==> src/rtl/spike_dec_pkg.sv <==
// Shared types and helpers for the spike rate decoder: FSM state encoding,
// saturation limit and channel slice positions within the packed rate bus.
package spike_dec_pkg;

    typedef enum logic {
        IDLE  = 1'b0,
        COUNT = 1'b1
    } state_t;

    // Largest value a w-bit spike counter can hold.
    function automatic int unsigned cnt_max(input int unsigned w);
        return (32'd1 << w) - 32'd1;
    endfunction

    // LSB position of channel ch inside a packed bus of cnt_w-wide channel slices.
    function automatic int unsigned ch_lsb(input int unsigned ch, input int unsigned cnt_w);
        return ch * cnt_w;
    endfunction

endpackage

==> src/rtl/spike_sat_counter.sv <==
// Saturating per-channel spike counter with a sticky saturation flag.
// With SPIKE_RATE_DEC_LEAK_EN defined the count halves at window end instead of clearing.
import spike_dec_pkg::*;

module spike_sat_counter #(
    parameter int CNT_W = 8
) (
    input  logic             clk,
    input  logic             rst_n,
    input  logic             clr,
    input  logic             inc,
    input  logic             clr_or_leak,
    output logic [CNT_W-1:0] cnt,
    output logic             sat
);

    localparam logic [CNT_W-1:0] CNT_MAX = CNT_W'(cnt_max(CNT_W));

    logic [CNT_W-1:0] cnt_q, cnt_d;
    logic             sat_q, sat_d;

    // cnt/sat already include this cycle's spike, so the snapshot sees it.
    always_comb begin
        cnt = cnt_q;
        sat = sat_q;
        if (inc) begin
            if (cnt_q == CNT_MAX) begin
                sat = 1'b1;
            end else begin
                cnt = cnt_q + 1'b1;
            end
        end
    end

    always_comb begin
        cnt_d = cnt;
        sat_d = sat;
        if (clr) begin
            cnt_d = '0;
            sat_d = 1'b0;
        end else if (clr_or_leak) begin
`ifdef SPIKE_RATE_DEC_LEAK_EN
            cnt_d = cnt >> 1;
`else
            cnt_d = '0;
`endif
            sat_d = 1'b0;
        end
    end

    always_ff @(posedge clk or negedge rst_n) begin
        if (!rst_n) begin
            cnt_q <= '0;
            sat_q <= 1'b0;
        end else begin
            cnt_q <= cnt_d;
            sat_q <= sat_d;
        end
    end

endmodule

==> src/rtl/spike_rate_decoder.sv <==
// Converts N_CH spike trains into windowed per-channel rates behind a valid/ready output.
// Optional leaky counting is selected with SPIKE_RATE_DEC_LEAK_EN.
import spike_dec_pkg::*;

module spike_rate_decoder #(
    parameter int N_CH  = 3,
    parameter int WIN_W = 8,
    parameter int CNT_W = 8
) (
    input  logic                  clk,
    input  logic                  rst_n,
    input  logic                  enable,
    input  logic [N_CH-1:0]       spike_in,
    input  logic [WIN_W-1:0]      window_len,
    output logic [N_CH*CNT_W-1:0] rate_out,
    output logic [N_CH-1:0]       overflow,
    output logic                  missed,
    output logic                  out_valid,
    input  logic                  out_ready,
    output logic                  window_tick
);

    state_t               state_q;
    logic [WIN_W-1:0]     win_cnt_q;

    logic [N_CH*CNT_W-1:0] rate_q, rate_d;
    logic [N_CH-1:0]       ovf_q, ovf_d;
    logic                  missed_q, missed_d;
    logic                  valid_q, valid_d;

    logic                  len_zero;
    logic                  counting;
    logic                  win_end;
    logic                  cnt_clr;
    logic [N_CH*CNT_W-1:0] final_cnt;
    logic [N_CH-1:0]       final_sat;

    assign len_zero = (window_len == '0);
    assign counting = (state_q == COUNT) && !len_zero && enable;
    // Live equality compare: shrinking window_len below win_cnt waits for the wrap.
    assign win_end  = counting && (win_cnt_q == window_len - 1'b1);
    assign cnt_clr  = (state_q == IDLE) || len_zero;

    genvar gi;
    generate
        for (gi = 0; gi < N_CH; gi++) begin : g_ch
            logic [CNT_W-1:0] ch_cnt;

            spike_sat_counter #(
                .CNT_W(CNT_W)
            ) u_cnt (
                .clk        (clk),
                .rst_n      (rst_n),
                .clr        (cnt_clr),
                .inc        (counting && spike_in[gi]),
                .clr_or_leak(win_end),
                .cnt        (ch_cnt),
                .sat        (final_sat[gi])
            );

            assign final_cnt[ch_lsb(gi, CNT_W) +: CNT_W] = ch_cnt;
        end
    endgenerate

    always_ff @(posedge clk or negedge rst_n) begin
        if (!rst_n) begin
            state_q   <= IDLE;
            win_cnt_q <= '0;
        end else begin
            case (state_q)
                IDLE: begin
                    win_cnt_q <= '0;
                    if (!len_zero) begin
                        state_q <= COUNT;
                    end
                end
                COUNT: begin
                    if (len_zero) begin
                        state_q   <= IDLE;
                        win_cnt_q <= '0;
                    end else if (enable) begin
                        win_cnt_q <= win_end ? '0 : win_cnt_q + 1'b1;
                    end
                end
                default: begin
                    state_q   <= IDLE;
                    win_cnt_q <= '0;
                end
            endcase
        end
    end

    // A snapshot takes priority over a transfer; missed records an unread overwrite.
    always_comb begin
        rate_d   = rate_q;
        ovf_d    = ovf_q;
        valid_d  = valid_q;
        missed_d = missed_q;
        if (win_end) begin
            rate_d   = final_cnt;
            ovf_d    = final_sat;
            valid_d  = 1'b1;
            missed_d = valid_q && !out_ready;
        end else if (valid_q && out_ready) begin
            valid_d  = 1'b0;
            missed_d = 1'b0;
        end
    end

    always_ff @(posedge clk or negedge rst_n) begin
        if (!rst_n) begin
            rate_q   <= '0;
            ovf_q    <= '0;
            valid_q  <= 1'b0;
            missed_q <= 1'b0;
        end else begin
            rate_q   <= rate_d;
            ovf_q    <= ovf_d;
            valid_q  <= valid_d;
            missed_q <= missed_d;
        end
    end

    assign rate_out    = rate_q;
    assign overflow    = ovf_q;
    assign missed      = missed_q;
    assign out_valid   = valid_q;
    assign window_tick = win_end;

endmodule

==> config.mk <==
export PLATFORM = sky130hd
export DESIGN_NAME = spike_rate_decoder
export DESIGN_NICKNAME = d
export VERILOG_FILES = /design/src/rtl/spike_dec_pkg.sv /design/src/rtl/spike_sat_counter.sv /design/src/rtl/spike_rate_decoder.sv
export SDC_FILE = /design/constraint.sdc
export NUM_CORES = 1
export LEC_CHECK = 0
export BUFFER_PORTS_ARGS = -buffer_cell sky130_fd_sc_hd__buf_4
export CAP_MARGIN = 40
export CORE_ASPECT_RATIO = 0.8
export CORE_MARGIN = 2
export CORE_UTILIZATION = 40
export CTS_BUF_LIST = sky130_fd_sc_hd__clkbuf_2 sky130_fd_sc_hd__clkbuf_4 sky130_fd_sc_hd__clkbuf_8
export CTS_CLUSTER_DIAMETER = 150
export DETAILED_ROUTE_END_ITERATION = 6
export PLACE_DENSITY = 0.67
export SLEW_MARGIN = 10
export SYNTH_ARGS = -nofsm -noshare
export SYNTH_HDL_FRONTEND = slang
export SYNTH_SLANG_ARGS = --single-unit
==> constraint.sdc <==
create_clock -name clk -period 2 [get_ports clk]
set_input_delay 0.3 -clock clk [delete_from_list [all_inputs] [get_ports clk]]
set_output_delay 0.3 -clock clk [all_outputs]
set_load 0.005 [all_outputs]
==> results_dict.tcl <==
set metrics [dict create \
    status "finished, violations left" \
    violations "setup timing" \
    post_synthesis_cell_area_sq_um 3230 \
    relSlewSlack_pct 44.3 \
    ys_top_cells_by_area "sky130_fd_sc_hd__dfrtp_1 (50%), sky130_fd_sc_hd__a21oi_1 (7.0%), sky130_fd_sc_hd__nor2_1 (5.1%)" \
    place_area_sq_um 3880 \
    cts.reportedPaths.clkPinSlew_ps 70 \
    drv_cap 0 \
    report.final.setup_viol 64 \
    cts_inserted_buffers 9 \
    vias_in_the_first_global_route 2751 \
    synth_top_cell_by_area "sky130_fd_sc_hd__dfrtp_1" \
    skew_ps 7.85 \
    place_inst 500 \
    post_route_cells_drive_above_1_share_pct 38.7 \
    final.min_clock_period_ps 2250 \
    tightestPinTransition_ps 836 \
    worst-path-buf-inv 1 \
    cts_htree_levels 3 \
    dieHeight_um 84.3 \
    areaGrowthSynthToFinish_pct 44.1 \
    cts-root-to-sink-buffers 2 \
    detailedPlacementHpwl_um 5300 \
    post_synthesis_net_count 353 \
    clk_root_buffer_cell "sky130_fd_sc_hd__clkbuf_8" \
    grt.overflow.total 0 \
    min_path_type "in2async" \
    slowest_stage "sky130_fd_sc_hd__dfrtp_1" \
    crit_path_max_incr_delay_ps 440 \
    timing.critical_path.from_type "register" \
    wire_length_of_the_first_global_routing_pass_um 12800 \
    worst-endpoint-required_ps 1700 \
    synth_area_per_cell_sq_um 9.72 \
    routedWlPerCell_um 16.5 \
    die_ar_sq_um 8800 \
    arrival_ps 1950 \
    setup.worst_path.end_class "output port" \
    criticalPathCategory "reg2out" \
    starting_density_of_the_core_pct 41.0 \
    post-route-cell-area_sq_um 4650 \
    worst_skew_pair.late_latency_ps 350 \
    clkSinkCount 65 \
    final_max_slew_viol_count 0 \
    gp_congestion 0.812 \
    powerDensity_nw_per_um2 1050 \
    detail_route.iter0.violations 154 \
    number_of_antenna_violations_at_the_first_check_in_global_routing 0 \
    ir_drop_mv 0.738 \
    route.detailed.vias_per_inst 5.31 \
    maxClockFrequency_mhz 444 \
    port-buffer-count 44 \
    routed-via-count 2827 \
    seq_area_frac_synth_pct 50.4 \
    total_wirelength_um 8770 \
    timing_hold_violations_final 0 \
    synth.ff_latch_count 65 \
    synthDistinctLibCells 42 \
    finalCritPeriodShare_pct 113 \
    finalWorstSetupSlack_ps -255 \
    std_cell_rows 29 \
    globalRouteTotalUtil_pct 18.3 \
    synthesized_netlist_cell_count 332 \
    final_antenna_net_count 0 \
    diodes 0 \
    detailedPlace.worstSlack_ps -194 \
    worst-path-max-fanout 3 \
    unrepaired_setup_endpoints_after_global_routing "true" \
    finalNetCount 440 \
    grt_max_degree 66 \
    cts_tree "yes" \
    cp_num_cells 6 \
    chipWidth_um 104 \
    rr_worst_depth 9 \
    synth_top_area_share_pct 50.4 \
    firstDrtPassIters 4 \
    placeable_area_sq_um 7870 \
    synth.yosys.warnings 0 \
    finish.cell_count_without_fillers 532 \
    pin_count 45 \
    worst_path_dominant_cell_family "simple AND/OR/NAND/NOR gates" \
    postCtsHoldBufs 0 \
    cellLeakagePower_nw 2.09 \
    critical_path.cell_chain "xnor2_2 > and3_4 > nor4_2 > o211a_1 > and2_4 > buf_4" \
    route.detailed.drc 0 \
]
==> cell usage in the layout, fill, tap and decap left out, types with 2 or more instances in the layout <==
| master | synthesis | layout |
|---|---|---|
| sky130_fd_sc_hd__or3_1 | 2 | 2 |
| sky130_fd_sc_hd__nor2b_1 | 2 | 2 |
| sky130_fd_sc_hd__nor2_2 | 0 | 7 |
| sky130_fd_sc_hd__nand4_1 | 4 | 4 |
| sky130_fd_sc_hd__and3_1 | 4 | 3 |
| sky130_fd_sc_hd__nand2b_1 | 3 | 3 |
| sky130_fd_sc_hd__o21bai_1 | 2 | 2 |
| sky130_fd_sc_hd__nand3_1 | 19 | 19 |
| sky130_fd_sc_hd__o211a_1 | 3 | 3 |
| sky130_fd_sc_hd__clkinvlp_4 | 0 | 3 |
| sky130_fd_sc_hd__nor3_1 | 5 | 5 |
| sky130_fd_sc_hd__buf_4 | 2 | 75 |
| sky130_fd_sc_hd__nor2_1 | 44 | 20 |
| sky130_fd_sc_hd__mux2i_1 | 15 | 15 |
| sky130_fd_sc_hd__a21oi_1 | 45 | 26 |
| sky130_fd_sc_hd__inv_1 | 12 | 12 |
| sky130_fd_sc_hd__clkbuf_8 | 0 | 9 |
| sky130_fd_sc_hd__a21o_1 | 3 | 2 |
| sky130_fd_sc_hd__dfrtp_1 | 65 | 65 |
| sky130_fd_sc_hd__buf_6 | 4 | 3 |
| sky130_fd_sc_hd__xor2_1 | 10 | 9 |
| sky130_fd_sc_hd__ha_1 | 6 | 6 |
| sky130_fd_sc_hd__clkinv_2 | 0 | 2 |
| sky130_fd_sc_hd__o21ai_0 | 5 | 3 |
| sky130_fd_sc_hd__nor2_4 | 0 | 17 |
| sky130_fd_sc_hd__buf_12 | 0 | 7 |
| sky130_fd_sc_hd__clkbuf_16 | 0 | 4 |
| sky130_fd_sc_hd__a31oi_1 | 7 | 5 |
| sky130_fd_sc_hd__xnor2_1 | 15 | 14 |
| sky130_fd_sc_hd__a21oi_2 | 0 | 16 |
| sky130_fd_sc_hd__nand2_1 | 30 | 30 |
| sky130_fd_sc_hd__a21oi_4 | 0 | 3 |
==> power breakdown <==
group	internal, W	total, W	switching (W)	leakage, nW
registers	0.00175	0.00215	0.000396	0.835
clock network	0.000572	0.00111	0.000535	0.0912
logic	0.000869	0.00165	0.000781	1.17
total	0.00319	0.00490	0.00171	2.09
==> worst paths after layout <==
check	slack, ps	start	endpoint
worst min-delay path	50	rst_n	win_cnt_q[2]
max in group asynchronous	1410	rst_n	g_ch[2].u_cnt.cnt_q[4]
min in group clk	120	out_ready	out_valid
worst min register to register	490	g_ch[0].u_cnt.sat_q	g_ch[0].u_cnt.sat_q
worst max register to register	-200	win_cnt_q[7]	g_ch[0].u_cnt.cnt_q[1]
worst max-delay path	-250	win_cnt_q[6]	window_tick
==> logic make-up after synthesis <==
family                   after synthesis  synth area share, %
multiplexers                          15                 4.65
flip-flops                            65                 50.4
AND/OR/NAND/NOR                      123                 18.2
AO/OA/AOI/OAI                         71                 13.1
adder cells (fa/ha/maj)                6                 2.33
buffers and inverters                 27                 4.50
XOR/XNOR                              25                 6.79
==> routing by layer <==
layer	vias to the layer above	track usage [%]	wire, um
met1	1430	23.8	3960
met4	0	6.76	129
met5	-	0	0
met3	13	5.43	292
li1	1325	-	-
met2	59	29.0	4390
==> registers in the layout, summed over array words and instances (netlist names) <==
signal            flops
g_ch.u_cnt.sat_q      3
state_q               1
g_ch.u_cnt.cnt_q     24
out_valid             1
overflow              3
rate_out             24
win_cnt_q             8
missed                1
==> timing repair <==
item	4_1_cts	5_1_grt
buffers inserted	2	8
pin swaps	3	19
cloned	1	5
setup endpoints to repair	6	63
gates resized for setup	4	79
==> area by class of cell <==
cell class                 count  area (sq um)
sequential                    65          1630
multi-input combinational    240          1760
timing repair buffer          91           885
fill                         642          3220
clock inverter                 7          71.3
inverter                      12          45.0
tap                          108           135
clock buffer                   9           124
==> per-stage QoR <==
step,power [W],TNS [ps],utilization (%),hold slack [ps]
4_1_cts,0.00469,-1560,52.5,75.3
6_report,0.00490,-8740,59.0,53.2
3_5_place_dp,0.00355,-5960,49.2,451
2_1_floorplan,0.00279,0,-,4.41
5_1_grt,0.00522,-14550,59.0,110
3_3_place_gp,0.00348,-2940,49.2,447
==> cells in the mapped netlist (all sizes together) <==
library cell,instances
a21o,3
a21oi,45
a221o,1
a31oi,7
a32o,1
and2,1
and3,4
and3b,1
and4,1
buf,12
clkbuf,3
dfrtp,65
ha,6
inv,12
mux2i,15
nand2,30
nand2b,3
nand3,19
nand4,4
nor2,44
nor2b,2
nor3,6
nor3b,1
nor4,3
o211a,3
o211ai,1
o21ai,5
o21bai,2
o311ai,2
o31ai,1
or2,2
or3,2
xnor2,15
xor2,10
Note: power is estimated with default switching activity, not from simulation.
